==> src/rtl/mux_scan_sequencer_pkg.sv <==
// Shared state encoding and channel constants for the mux scan sequencer.
package mux_scan_sequencer_pkg;

    localparam int NCH   = 4;
    localparam int SEL_W = 2;

    typedef enum logic [1:0] {
        ST_IDLE    = 2'd0,
        ST_SETTLE  = 2'd1,
        ST_CAPTURE = 2'd2,
        ST_DONE    = 2'd3
    } state_e;

endpackage

==> src/rtl/mux_scan_sequencer_dwell_counter.sv <==
// Settle-time counter: counts up from 0 while enabled and stops at DWELL-1,
// where tc is raised; it never wraps.
module dwell_counter #(
    parameter int DWELL = 4
) (
    input  logic clk,
    input  logic rst_n,
    input  logic clr,
    input  logic en,
    output logic tc
);

    localparam int CNT_W = $clog2(DWELL + 1);

    logic [CNT_W-1:0] cnt_q;
    logic [CNT_W-1:0] cnt_d;

    assign tc = (cnt_q == CNT_W'(DWELL - 1));

    always_comb begin
        cnt_d = cnt_q;
        if (clr) begin
            cnt_d = '0;
        end else if (en && !tc) begin
            cnt_d = cnt_q + CNT_W'(1);
        end
    end

    always_ff @(posedge clk or negedge rst_n) begin
        if (!rst_n) begin
            cnt_q <= '0;
        end else begin
            cnt_q <= cnt_d;
        end
    end

endmodule

==> src/rtl/mux_scan_sequencer.sv <==
// Steps an external 4:1 mux through all channels, waits DWELL cycles on each,
// samples its output and publishes the four samples as one packed frame.
module mux_scan_sequencer
    import mux_scan_sequencer_pkg::*;
#(
    parameter int DWELL = 4,
    parameter int CW    = 2
) (
    input  logic                clk,
    input  logic                rst_n,
    input  logic                start,
    input  logic                auto,
    input  logic [CW-1:0]       y_in,
    output logic [SEL_W-1:0]    sel,
    output logic [NCH*CW-1:0]   frame,
    output logic                frame_valid,
    output logic                busy
);

    localparam logic [SEL_W-1:0] LAST_CH = SEL_W'(NCH - 1);

    state_e             state_q, state_d;
    logic [SEL_W-1:0]   sel_q, sel_d;
    logic [NCH*CW-1:0]  frame_q;
    logic [NCH*CW-1:0]  frame_d;
    logic               cnt_clr;
    logic               cnt_en;
    logic               cnt_tc;
    logic               last_capture;

    // Only channels 0..2 need shadow slots; channel 3 is merged straight into the frame.
    logic [CW-1:0]      shadow_q [NCH-1];

    dwell_counter #(
        .DWELL (DWELL)
    ) u_dwell (
        .clk   (clk),
        .rst_n (rst_n),
        .clr   (cnt_clr),
        .en    (cnt_en),
        .tc    (cnt_tc)
    );

    always_comb begin
        state_d = state_q;
        sel_d   = sel_q;
        cnt_clr = 1'b1;
        cnt_en  = 1'b0;
        case (state_q)
            ST_IDLE: begin
                if (start) begin
                    state_d = ST_SETTLE;
                    sel_d   = '0;
                end
            end
            ST_SETTLE: begin
                cnt_clr = 1'b0;
                cnt_en  = 1'b1;
                if (cnt_tc) begin
                    state_d = ST_CAPTURE;
                end
            end
            ST_CAPTURE: begin
                if (sel_q == LAST_CH) begin
                    state_d = ST_DONE;
                end else begin
                    sel_d   = sel_q + SEL_W'(1);
                    state_d = ST_SETTLE;
                end
            end
            ST_DONE: begin
                if (auto) begin
                    state_d = ST_SETTLE;
                    sel_d   = '0;
                end else begin
                    state_d = ST_IDLE;
                end
            end
            default: state_d = ST_IDLE;
        endcase
    end

    always_ff @(posedge clk or negedge rst_n) begin
        if (!rst_n) begin
            state_q <= ST_IDLE;
            sel_q   <= '0;
        end else begin
            state_q <= state_d;
            sel_q   <= sel_d;
        end
    end

    assign last_capture = (state_q == ST_CAPTURE) && (sel_q == LAST_CH);

    genvar gi;
    generate
        for (gi = 0; gi < NCH - 1; gi++) begin : g_shadow
            always_ff @(posedge clk or negedge rst_n) begin
                if (!rst_n) begin
                    shadow_q[gi] <= '0;
                end else if ((state_q == ST_CAPTURE) && (sel_q == SEL_W'(gi))) begin
                    shadow_q[gi] <= y_in;
                end
            end
            assign frame_d[CW*gi +: CW] = shadow_q[gi];
        end
    endgenerate

    assign frame_d[CW*(NCH-1) +: CW] = y_in;

    // Frame is loaded on the edge entering DONE so it is fresh while frame_valid is high.
    always_ff @(posedge clk or negedge rst_n) begin
        if (!rst_n) begin
            frame_q <= '0;
        end else if (last_capture) begin
            frame_q <= frame_d;
        end
    end

    assign sel         = sel_q;
    assign frame       = frame_q;
    assign frame_valid = (state_q == ST_DONE);
    assign busy        = (state_q != ST_IDLE);

endmodule

==> config.mk <==
export PLATFORM = sky130hd
export DESIGN_NAME = mux_scan_sequencer
export DESIGN_NICKNAME = d
export VERILOG_FILES = /design/src/rtl/mux_scan_sequencer_pkg.sv /design/src/rtl/mux_scan_sequencer_dwell_counter.sv /design/src/rtl/mux_scan_sequencer.sv
export SDC_FILE = /design/constraint.sdc
export NUM_CORES = 1
export LEC_CHECK = 0
export ABC_AREA = 1
export CAP_MARGIN = 40
export CORE_ASPECT_RATIO = 0.5
export CORE_UTILIZATION = 25
export CTS_BUF_LIST = sky130_fd_sc_hd__clkbuf_8
export CTS_CLUSTER_SIZE = 10
export DETAILED_ROUTE_END_ITERATION = 10
export PLACE_DENSITY = 0.49
export SLEW_MARGIN = 20
export SYNTH_ARGS = -nofsm -noshare
export SYNTH_HDL_FRONTEND = slang
export SYNTH_SLANG_ARGS = --single-unit
==> constraint.sdc <==
create_clock -name clk -period 1.19 [get_ports clk]
set_input_delay 0.2975 -clock clk [delete_from_list [all_inputs] [get_ports clk]]
set_output_delay 0.2975 -clock clk [all_outputs]
set_load 0.02 [all_outputs]
# --- Word-level counts from Yosys, hierarchy flattened ---
# Cells that the tools add are included.
word_totals:
  output_inout_bits: 12
  input_bits: 6
  reg_bits: 21
op_classes:
  eq_ne: 12
  n_mux: 12
  add_sub_neg: 2
  reduce_logical: 12
ops:
  columns: ["operator", "count"]
  rows:
  - ["$mux W2", 6]
  - ["$eq A2 B2 Y1 const B", 4]
  - ["$pmux W2 S4", 1]
  - ["$mux W3", 2]
  - ["$ne A2 B2 Y1 const B", 3]
  - ["$pmux W2 S3", 1]
  - ["$logic_and A1 B1 Y1", 5]
  - ["$eq A2 B1 Y1 const B", 2]
  - ["$logic_not A2 Y1", 2]
  - ["$ne A2 B1 Y1 const B", 2]
  - ["$reduce_and A4 Y1", 1]
  - ["$add A3 B1 Y3 const B", 1]
  - ["$eq A3 B2 Y1 const B", 1]
  - ["$reduce_bool A3 Y1", 1]
  - ["$add A2 B1 Y2 const B", 1]
  - ["$mux W1", 2]
  - ["$reduce_and A2 Y1", 1]
  - ["$reduce_bool A2 Y1", 1]
  - ["$logic_not A1 Y1", 1]

# --- Logic depth before layout (Yosys ltp) ---
depth:
  word_depth: 5
  mapped_depth: 7
  mapped_depth_nobuf: 7

# --- Modules after synthesis ---
# From an unflattened synthesis, not the netlist that was laid out.
hier_totals:
  cells_unflattened: 118
  area_unflattened_um2: 998.5
by_module_without_submodules:
  columns: ["module", "seq_area_each_um2", "n_inst", "cells_each", "area_each_um2"]
  rows:
  - ["mux_scan_sequencer", 450.4, 1, 96, 815.8]
  - ["dwell_counter", 75.1, 1, 22, 182.7]

# --- Worst setup path before layout ---
# Ideal clock, no wire load.
synth_timing:
  path_kind: "register to register"
  from: "reg sel_q[0], in the netlist sel[0]"
  to: "reg frame_q[7], in the netlist frame[7]"
  n_path_buf: 1
  setup_slack_ps: -143
  t_arrival_ps: 1207
  stages_incl_launch_ff: 6
  cell_sequence: "dfrtp_1 > ha_1 > nand3_2 > buf_4 > nand2_1 > o21ai_0"
synth_between:
  elab_chain_cells: 2
synth_lines:
  columns: ["item", "line_no", "source"]
  rows:
  - ["from (decl)", "mux_scan_sequencer.sv:23", "logic [SEL_W-1:0] sel_q, sel_d;"]
  - ["from (signal assigned)", "mux_scan_sequencer.sv:89", "sel_q <= sel_d;"]
  - ["$eq A2 B2 Y1", "mux_scan_sequencer.sv:93", "assign last_capture = (state_q == ST_CAPTURE) && (sel_q == LAST_CH);"]
  - ["$logic_and A1 B1 Y1", "mux_scan_sequencer.sv:93", null]
  - ["to (signal assigned)", "mux_scan_sequencer.sv:116", "frame_q <= frame_d;"]
  - ["to (decl)", "mux_scan_sequencer.sv:24", "logic [NCH*CW-1:0] frame_q;"]
# Every way passes these cells.
# A chain may end at the register's enable or synchronous reset.

# --- Final worst setup path ---
layout_timing:
  from: "reg state_q[1]"
  to: "out busy"
layout_between:
  elab_chain_cells: 1
layout_lines:
  columns: ["item", "line_no", "source"]
  rows:
  - ["from (decl)", "mux_scan_sequencer.sv:22", "state_e state_q, state_d;"]
  - ["from (signal assigned)", "mux_scan_sequencer.sv:88", "state_q <= state_d;"]
  - ["$reduce_bool A2 Y1", "mux_scan_sequencer.sv:123", "assign busy = (state_q != ST_IDLE);"]
  - ["to (decl)", "mux_scan_sequencer.sv:17", "output logic busy"]
# Every way passes these cells.

==> impl_results.md <==
* Min-Delay Path Class: input pin to asynchronous set/reset pin
* Worst slew margin at 89.37%
* R2R cell count at 6
* GP Congestion at 0.7410
* GRT met1 Usage at 15.59%
* Crit Path Category: register to primary output
* Cells after Synth at 110
* CTS Buffer Depth at 2
* Startpoint types: register
* DR iter-0 viols at 48
* Clock skew at 3.398 ps
* Yosys top cell by area: dfrtp_1
* Die height at 46.32 microns
* Ys Warns at 0
* Design Area, Final at 1396 sq um
* CTS H-Tree Depth at 1
* Final Max Slew Viols at 0
* Residual DRC count at 0
* Share of cells above drive strength 1 at 37.76%
* Synth top area cells: dfrtp_1, nand2_1, ha_1
* Final core utilization at 38.95%
* Final Setup Violations at 2
* Failing checks: negative setup slack
* Worst-Margin Slew at 159.4 ps
* Initial antenna violation count at 0
* Max cap viols at 0
* Root Buffer: clkbuf_8
* Sequential area share after synthesis at 53.50%
* Cts bufs inserted at 3
* Clk slew on worst S/H paths at 80 ps
* TritonCTS Sinks at 21
* Final period utilization at 102.0%
* Io pins at 18
* ANT cells at 0
* Vias at 778
* # rows at 15
* Die area at 4198 sq um
* Endpoint type of the worst setup path: primary output
* Fin. Hold Viols at 0
* Area delta synth->final at 42.17%
* Power per cell area at 1661 nW/um^2
* R2R setup slack at 50 ps
* CORE AREA at 3585 sq um
* FMAX at 823.6 MHz
* GRT Residual Overflow at 0
* Lkg Pwr at 0.0007216 uW
* Vias in the first global route at 726
* FF+latch count, synth at 21
* Final WS setup at -24.19 ps
* Run status: complete, but fails checks
* Fin crit period at 1214 ps
* Global routing usage on met2 at 15.30%
* Final wirelength at 1973 microns
* Routed wire per std cell at 10.17 microns
* Post-synth top area share at 53.50%
* Initial Utilization at 27.40%
* Antenna Nets Post-Route at 0
* CP arrival at 920 ps
* Clock Latency Late Sink at 260 ps
* WP data required at 890 ps
* Hold-fix buffers, CTS at 0
* Syn Std Cell Area at 982.2 sq um
* Worst reg2reg path endpoint: sel[0]
* Avg Cell Area, Syn at 8.929 sq um
* Die Wd at 90.64 microns
* NumNets Final at 156
* Gr busiest metal: met1
* Met3 Usage GRT at 3.465%
* First-pass GRT wire length at 3353 microns
* Placed inst area at 1334 sq um
* Worst r2r src: sel[0]
* IO Port Bufs at 17
* Distinct cells, synth at 16
* Hpwl dp at 1485 microns
* GR Util All Layers at 10.55%
* Largest net degree at the start of global routing at 22
* Crit-path max FO at 4
* 1st-pass router iterations at 4
* Worst vdd ir at 0.4160 mV
* CTS tree: done
* Via-to-Cell Ratio at 4.010
* Setup TNS at -39.54 ps
* Post-synth net total at 122
* RSZ-0062 raised after global routing: true
metrics by stage:
stage | setup WS [ps] | total power, uW | hold slack, ps | instances
2_1_floorplan | 44.97 | 1406 | 1.909 | 110
3_3_place_gp | -179.5 | 1754 | 465.8 | 190
3_5_place_dp | -189.4 | 1761 | 467.5 | 190
4_1_cts | -30.53 | 2236 | 374.9 | 194
5_1_grt | -58.09 | 2475 | 384.2 | 194
6_report | -24.19 | 2319 | 376.0 | 194
registers in the layout (all words and copies together), names as in the netlist:
register	cells
state_q	2
sel	2
u_dwell.cnt_q	3
frame_d	6
frame	8
kinds of logic after synthesis:
family                   share of synthesized area (%)
buffers and inverters                            6.880
adder cells (fa/ha/maj)                          7.643
flip-flops                                       53.50
AND/OR/NAND/NOR                                  24.33
AO/OA/AOI/OAI                                    7.643
per-layer routing:
metal,up-vias,share of wire [%]
met5,-,0
met4,0,0
met3,0,3.9
met2,11,42
met1,359,55
li1,408,-
critical path, stage by stage (launching register included):
cell	delay [ps]
dfrtp_1	420
inv_2	70
nand2_2	50
buf_6	120
timing repair:
action                     CTS  global route
buffers inserted             0             0
resized for setup           57            22
pin swaps                    1             6
setup endpoints to repair   15            18
worst max path at each step:
stage                     startpoint          end  slack, ps  depth (start not counted)
after floorplan               sel[0]     frame[7]         40                          5
after global placement    state_q[1]  frame_valid       -180                          3
after detailed placement  state_q[1]  frame_valid       -190                          3
after CTS                 state_q[1]  frame_valid        -30                          3
after global routing      state_q[1]         busy        -60                          3
final                     state_q[1]         busy        -20                          3
cell usage after synthesis:
cell type   n
nand2_1    37
o21ai_0    11
nand3_2     2
ha_1        6
o22ai_1     1
dfrtp_1    21
nand2_2     1
a21oi_1     1
inv_2       2
nand3_1     8
inv_1      14
nor2_8      1
nor2_1      2
buf_4       1
nor2_2      1
o21ai_2     1
layout make-up:
| cell class | instances | area [sq um] |
|---|---|---|
| clock buffer | 3 | 41.29 |
| sequential | 21 | 528.0 |
| tap | 51 | 63.81 |
| timing repair buffer | 30 | 244.0 |
| inverter | 16 | 60.06 |
| fill | 383 | 2188 |
| clock inverter | 1 | 3.754 |
| multi-input combinational | 72 | 455.4 |
report_power, final:
group	leakage, uW	total, uW	internal, uW	switching (uW)
clock	0.0000269	455	230	225
sequential	0.000251	938	854	83.8
combinational	0.000444	926	396	530
total	0.000722	2320	1480	839
cells in the final DEF, fill, tap and decap left out, types with 2 or more instances in the layout:
cell type / instances
nand2_1: 31
dfrtp_1: 19
inv_1: 11
buf_2: 10
buf_4: 9
nand3_1: 8
inv_2: 6
o21ai_0: 6
nand2_2: 5
clkdlybuf4s50_1: 5
buf_6: 5
o21ai_2: 4
ha_1: 3
clkbuf_8: 3
nand2_4: 2
nor2_1: 2
o21ai_1: 2
ha_2: 2
dfrtp_2: 2
Power figures use the tool's default switching activity.
